`src/rtl/uart_pkg.sv`:
```
// Shared types and constants for the serial UART transmitter.
// The even-parity helper is used only when UART_TX_PARITY_EN is defined.
package uart_pkg;

    localparam int   UART_DATA_BITS  = 8;
    localparam logic UART_IDLE_LEVEL = 1'b1;

    typedef enum logic [2:0] {
        IDLE   = 3'd0,
        START  = 3'd1,
        DATA   = 3'd2,
        PARITY = 3'd3,
        STOP   = 3'd4
    } uart_state_e;

    function automatic logic even_parity(input logic [UART_DATA_BITS-1:0] data);
        return ^data;
    endfunction

endpackage

```
`src/rtl/sync_fifo.sv`:
```
// Single-clock FIFO with a separately held occupancy count.
// DEPTH must be a power of two so the pointers wrap naturally.
module sync_fifo #(
    parameter int WIDTH = 8,
    parameter int DEPTH = 8
) (
    input  logic                     clk,
    input  logic                     rst,
    input  logic                     push,
    input  logic [WIDTH-1:0]         wdata,
    input  logic                     pop,
    output logic [WIDTH-1:0]         rdata,
    output logic                     full,
    output logic                     empty,
    output logic [$clog2(DEPTH):0]   count
);

    localparam int PTR_W = $clog2(DEPTH);

    logic [WIDTH-1:0]   mem [DEPTH];
    logic [PTR_W-1:0]   wr_ptr_q;
    logic [PTR_W-1:0]   rd_ptr_q;
    logic [PTR_W:0]     count_q;
    logic               do_push;
    logic               do_pop;

    assign full    = (count_q == (PTR_W+1)'(DEPTH));
    assign empty   = (count_q == '0);
    assign do_push = push && !full;
    assign do_pop  = pop && !empty;
    assign rdata   = mem[rd_ptr_q];
    assign count   = count_q;

    // NOTE: sequential state uses non-blocking (<=) so every register samples pre-edge values.
    always_ff @(posedge clk or posedge rst) begin
        if (rst) begin
            wr_ptr_q <= '0;
            rd_ptr_q <= '0;
            count_q  <= '0;
        end else begin
            if (do_push) wr_ptr_q <= wr_ptr_q + 1'b1;
            if (do_pop)  rd_ptr_q <= rd_ptr_q + 1'b1;
            case ({do_push, do_pop})
                2'b10:   count_q <= count_q + 1'b1;
                2'b01:   count_q <= count_q - 1'b1;
                default: count_q <= count_q;
            endcase
        end
    end

    // NOTE: storage is deliberately not reset; count/pointers alone define which entries are valid.
    always_ff @(posedge clk) begin
        if (do_push) mem[wr_ptr_q] <= wdata;
    end

endmodule

```
`src/rtl/uart_tx_serial.sv`:
```
// Byte-buffered 8N1 serial transmitter with a programmable baud divider.
// Defining UART_TX_PARITY_EN inserts an even-parity bit between data and stop.
module uart_tx_serial
    import uart_pkg::*;
#(
    parameter int CLK_DIV    = 16,
    parameter int FIFO_DEPTH = 8
) (
    input  logic                          clk,
    input  logic                          rst,
    input  logic                          in_valid,
    output logic                          in_ready,
    input  logic [7:0]                    in_data,
    output logic                          tx,
    output logic                          busy,
    output logic [$clog2(FIFO_DEPTH):0]   fifo_count
);

    localparam int                CNT_W    = (CLK_DIV > 1) ? $clog2(CLK_DIV) : 1;
    localparam logic [CNT_W-1:0]  BAUD_MAX = CNT_W'(CLK_DIV - 1);
    localparam logic [2:0]        LAST_BIT = 3'(UART_DATA_BITS - 1);

    uart_state_e          state_q, state_d;
    logic [CNT_W-1:0]     baud_q, baud_d;
    logic [2:0]           bit_idx_q, bit_idx_d;
    logic [7:0]           shift_q, shift_d;
    logic                 tx_q, tx_d;
    logic                 frame_tail_q;
    logic                 bit_end;
    logic                 pop;
    logic                 push;
    logic                 fifo_full;
    logic                 fifo_empty;
    logic [7:0]           fifo_rdata;
`ifdef UART_TX_PARITY_EN
    logic                 parity_q, parity_d;
`endif

    assign in_ready = !fifo_full;
    assign push     = in_valid && in_ready;
    assign bit_end  = (baud_q == BAUD_MAX);
    assign tx       = tx_q;
    // frame_tail_q covers the cycle where the last stop bit is still in the tx register.
    assign busy     = (state_q != IDLE) || !fifo_empty || frame_tail_q;

    sync_fifo #(
        .WIDTH (8),
        .DEPTH (FIFO_DEPTH)
    ) u_fifo (
        .clk   (clk),
        .rst   (rst),
        .push  (push),
        .wdata (in_data),
        .pop   (pop),
        .rdata (fifo_rdata),
        .full  (fifo_full),
        .empty (fifo_empty),
        .count (fifo_count)
    );

    // NOTE: every signal written here gets a default first, otherwise a latch is inferred.
    always_comb begin
        state_d   = state_q;
        baud_d    = baud_q;
        bit_idx_d = bit_idx_q;
        shift_d   = shift_q;
        pop       = 1'b0;
`ifdef UART_TX_PARITY_EN
        parity_d  = parity_q;
`endif
        if (state_q != IDLE) baud_d = bit_end ? '0 : baud_q + 1'b1;

        case (state_q)
            IDLE:  pop = !fifo_empty;
            START: if (bit_end) begin
                state_d   = DATA;
                bit_idx_d = '0;
            end
            DATA: if (bit_end) begin
                shift_d   = shift_q >> 1;
                bit_idx_d = bit_idx_q + 3'd1;
`ifdef UART_TX_PARITY_EN
                if (bit_idx_q == LAST_BIT) state_d = PARITY;
`else
                if (bit_idx_q == LAST_BIT) state_d = STOP;
`endif
            end
`ifdef UART_TX_PARITY_EN
            PARITY: if (bit_end) state_d = STOP;
`endif
            STOP: if (bit_end) begin
                if (!fifo_empty) pop     = 1'b1;
                else             state_d = IDLE;
            end
            default: state_d = IDLE;
        endcase

        if (pop) begin
            shift_d = fifo_rdata;
            state_d = START;
            baud_d  = '0;
`ifdef UART_TX_PARITY_EN
            parity_d = even_parity(fifo_rdata);
`endif
        end
    end

    always_comb begin
        tx_d = UART_IDLE_LEVEL;
        case (state_q)
            START:  tx_d = ~UART_IDLE_LEVEL;
            DATA:   tx_d = shift_q[0];
`ifdef UART_TX_PARITY_EN
            PARITY: tx_d = parity_q;
`endif
            default: tx_d = UART_IDLE_LEVEL;
        endcase
    end

    always_ff @(posedge clk or posedge rst) begin
        if (rst) begin
            state_q      <= IDLE;
            baud_q       <= '0;
            bit_idx_q    <= '0;
            shift_q      <= '0;
            tx_q         <= UART_IDLE_LEVEL;
            frame_tail_q <= 1'b0;
        end else begin
            state_q      <= state_d;
            baud_q       <= baud_d;
            bit_idx_q    <= bit_idx_d;
            shift_q      <= shift_d;
            tx_q         <= tx_d;
            frame_tail_q <= (state_q != IDLE);
        end
    end

`ifdef UART_TX_PARITY_EN
    always_ff @(posedge clk or posedge rst) begin
        if (rst) parity_q <= 1'b0;
        else     parity_q <= parity_d;
    end
`endif

endmodule

```
`config.mk`:
```
export PLATFORM = sky130hd
export DESIGN_NAME = uart_tx_serial
export DESIGN_NICKNAME = d
export VERILOG_FILES = /design/src/rtl/uart_pkg.sv /design/src/rtl/sync_fifo.sv /design/src/rtl/uart_tx_serial.sv
export SDC_FILE = /design/constraint.sdc
export NUM_CORES = 1
export LEC_CHECK = 0
export ABC_AREA = 1
export CAP_MARGIN = 20
export CORE_ASPECT_RATIO = 0.6
export CORE_MARGIN = 1.5
export CORE_UTILIZATION = 60
export DETAILED_ROUTE_END_ITERATION = 12
export PLACE_DENSITY = 0.87
export SLEW_MARGIN = 30
export SYNTH_ARGS = -nofsm -noshare
export SYNTH_HDL_FRONTEND = slang
export SYNTH_SLANG_ARGS = --single-unit
```
`constraint.sdc`:
```
create_clock -name clk -period 4 [get_ports clk]
set_input_delay 0.6 -clock clk [delete_from_list [all_inputs] [get_ports clk]]
set_output_delay 0.6 -clock clk [all_outputs]
set_load 0.01 [all_outputs]
```
==> reports/metrics.yaml <==
logic_synthesis:
  yosys.area_share.simple: 0.211
  synth_edf_count: 64
  yosys.area.top_type: "edfxtp_1"
  synth_xor_area_frac: 0.0168
  synth_fa_ha_area_frac: 0.0240
  yosys.area.top_type_share: 0.461
  avgSynthCellArea_um2: 10.2
  yosysUniqueCellTypes: 31
  synth-main-ff-cell: "edfxtp_1"
  synthCells: 407
  async_flop_share: 0.319
  synth_nets: 426
  yosys_warnings: 0
  syn_area_um2: 4170
  synth_mux_area_frac: 0
  ys_seq_area_frac: 0.641
  synth_commonest_cells: "nand2_1, edfxtp_1, nand3_1"
  synth_most_common_cell: "nand2_1"
  synth_compound_area_frac: 0.0486
  netlist_top_cells_area: "edfxtp_1, dfrtp_1, nand2_1, nand3_1, inv_1"
  synth_top_family_by_area: "simple AND/OR/NAND/NOR gates"
  synth-seq-cells: 94
final_layout:
  syn2layout_area_growth_pct: 11.8
  post_route_cells_drive_above_1_share: 0.0723
  stdcell_count: 516
  n_antenna_cell: 0
  nFillCells: 465
  fin_nets: 443
sta:
  finalSetupViolCount: 0
  post-route-period-util: 0.750
  drv_slew: 0
  maxSlewHeadroom: 0.498
  finClkSkew_ps: 3.79
  fin_tns_setup_ps: 0
  hold_violations: 0
  rsz0062_at_grt: "false"
  worstMarginPinSlew_ps: 754
  finalCriticalPeriod_ps: 3000
  clock.fmax_ghz: 0.333
floorplanning:
  die_x_um: 111
  num_io_pins: 18
  die-area_um2: 7480
  row_count: 23
  design.core.area_um2: 6710
  chipHeight_um: 67.6
  start_util: 0.622
setup_path:
  endpoint_kind: "primary output"
  crit_chain: "ha_1 > nand3_2 > nand2_2 > nand3_4 > nand3_1 > or2_2 > clkdlybuf4s50_1"
  crit_fanout: 17
  crit_slowest_cell: "clkdlybuf4s50_1"
  arrival_ps: 2400
  cp_data_required_time_ps: 3400
  worstReg2RegEnd: "u_fifo.count[2]"
  setup.worst_path.start_class: "flop"
  path_delay_family: "simple AND/OR/NAND/NOR gates"
  rr_startpoint: "baud_q[0]"
  rr_worst_depth: 11
  r2r_slack_ps: 1330
  slowest_delay_ps: 480
  crit_path_start: "baud_q[0]"
  crit_buf_inv: 1
  path_class: "reg -> out"
placed_design:
  io_buffers: 17
  dpl.hpwl_mm: 6.28
  place.gp.congestion: 0.862
  dp_cells: 500
drt:
  drt_wl_total_mm: 9.10
  drt_iter0_drc: 378
  wl_per_cell_um: 17.6
  vias_per_cell: 5.70
  vias: 2941
  ant_nets: 0
  first_pass_iters: 5
  route.detailed.drc: 0
clock_tree:
  ctsResizeCount: 0
  cts_buffer_depth: 2
  postCtsSetupBuffers: 0
  cts_tree: "yes"
  path_clk_slew_ps: 60
  clock-root-buffer: "clkbuf_16"
  cts-buffers-inserted: 9
  cts-htree-levels: 3
  clock-sinks: 94
  cts-hold-fix-buffers: 0
  insertion_delay_ps: 340
grt:
  gr-total-overflow: 0
  first_global_vias: 2781
  grt_max_degree: 43
  grt_usage: 0.259
  antenna_found_initial: 0
  grt_first_pass_wirelength_mm: 14.2
min_path:
  whs_endpoint: "bit_idx_q[1]"
  hp-class: "reg -> reg"
  min_path_cells: 2
  min_from: "bit_idx_q[1]"
status:
  run_status: "finished clean"
pwr:
  leakagePower_nw: 1.97
  vdd_drop_max_v: 0.000582
  p_per_area_nw_per_um2: 714
run:
  max-cap-violations: 0
-- cells by family after synthesis --
family / Yosys count
simple gates: 202
flops: 94
buf+inv: 59
compound gates: 36
xor+xnor: 8
fa+ha+maj: 8
-- worst max-delay path by stage --
stage | end | slack (ps) | cells past startpoint
after floorplan | u_fifo.count[2] | 1880 | 12
after CTS | busy | 1020 | 7
after global routing | busy | 900 | 7
final | busy | 1000 | 7
after detailed placement | u_fifo.count[2] | 1380 | 11
after global placement | busy | 1480 | 7
-- tightest hold or removal path, delay by kind of cell (launching register included) --
family / cells / cell delay [ps]
flops: 1 / 350
simple gates: 2 / 120
-- per-stage QoR --
stage,power [mW],utilization,setup WS (ps),instance area (um^2),hold slack [ps]
detailed placement,2.54,0.655,1380,4390,472
global placement,2.47,0.655,1480,4390,461
CTS,3.32,0.695,1020,4660,495
finish,3.33,0.695,1000,4660,495
global route,3.53,0.695,900,4660,515
floorplan,2.22,-,1880,4170,444
-- power breakdown --
group | switching [mW] | internal, mW | total [mW]
combinational | 0.741 | 0.373 | 1.11
sequential | 0.165 | 1.27 | 1.44
clock | 0.344 | 0.435 | 0.780
total | 1.25 | 2.08 | 3.33
-- sequential cells by signal (all words and copies together) (netlist names) --
name and count:
u_fifo.mem 64, shift_q 8, baud_q 4, u_fifo.count 4, bit_idx_q 3, state_q 3
u_fifo.rd_ptr_q 3, u_fifo.wr_ptr_q 3, frame_tail_q 1, tx 1
-- area by class of cell --
type,instances,area [um^2],area share
clock inverters,4,23.8,0.00510
repair buffers,19,185,0.0397
multi-input cells,254,1250,0.268
inverters,46,173,0.0370
well taps,87,109,0.0233
flip-flops and latches,94,2670,0.574
clock buffers,12,246,0.0529
-- routing by layer --
metal / wire length (um) / track usage
met1: 4060 / 0.372
met5: 0 / 0
met4: 117 / 0.0753
met3: 884 / 0.0601
met2: 4030 / 0.404
-- placed cells by master (no fill, tap or decap), drive strengths merged --
cell,instances
xnor2,1
dfstp,1
buf,2
nor2,29
inv,45
dfrtp,29
clkinv,3
o21ai,19
a21oi,8
nand3,47
o31ai,1
nor3,2
clkdlybuf4s50,17
ha,8
clkinvlp,2
or2,3
nand2,118
nand4,3
edfxtp,64
clkbuf,12
o211ai,8
xor2,7
Power figures use the tool's default switching activity.
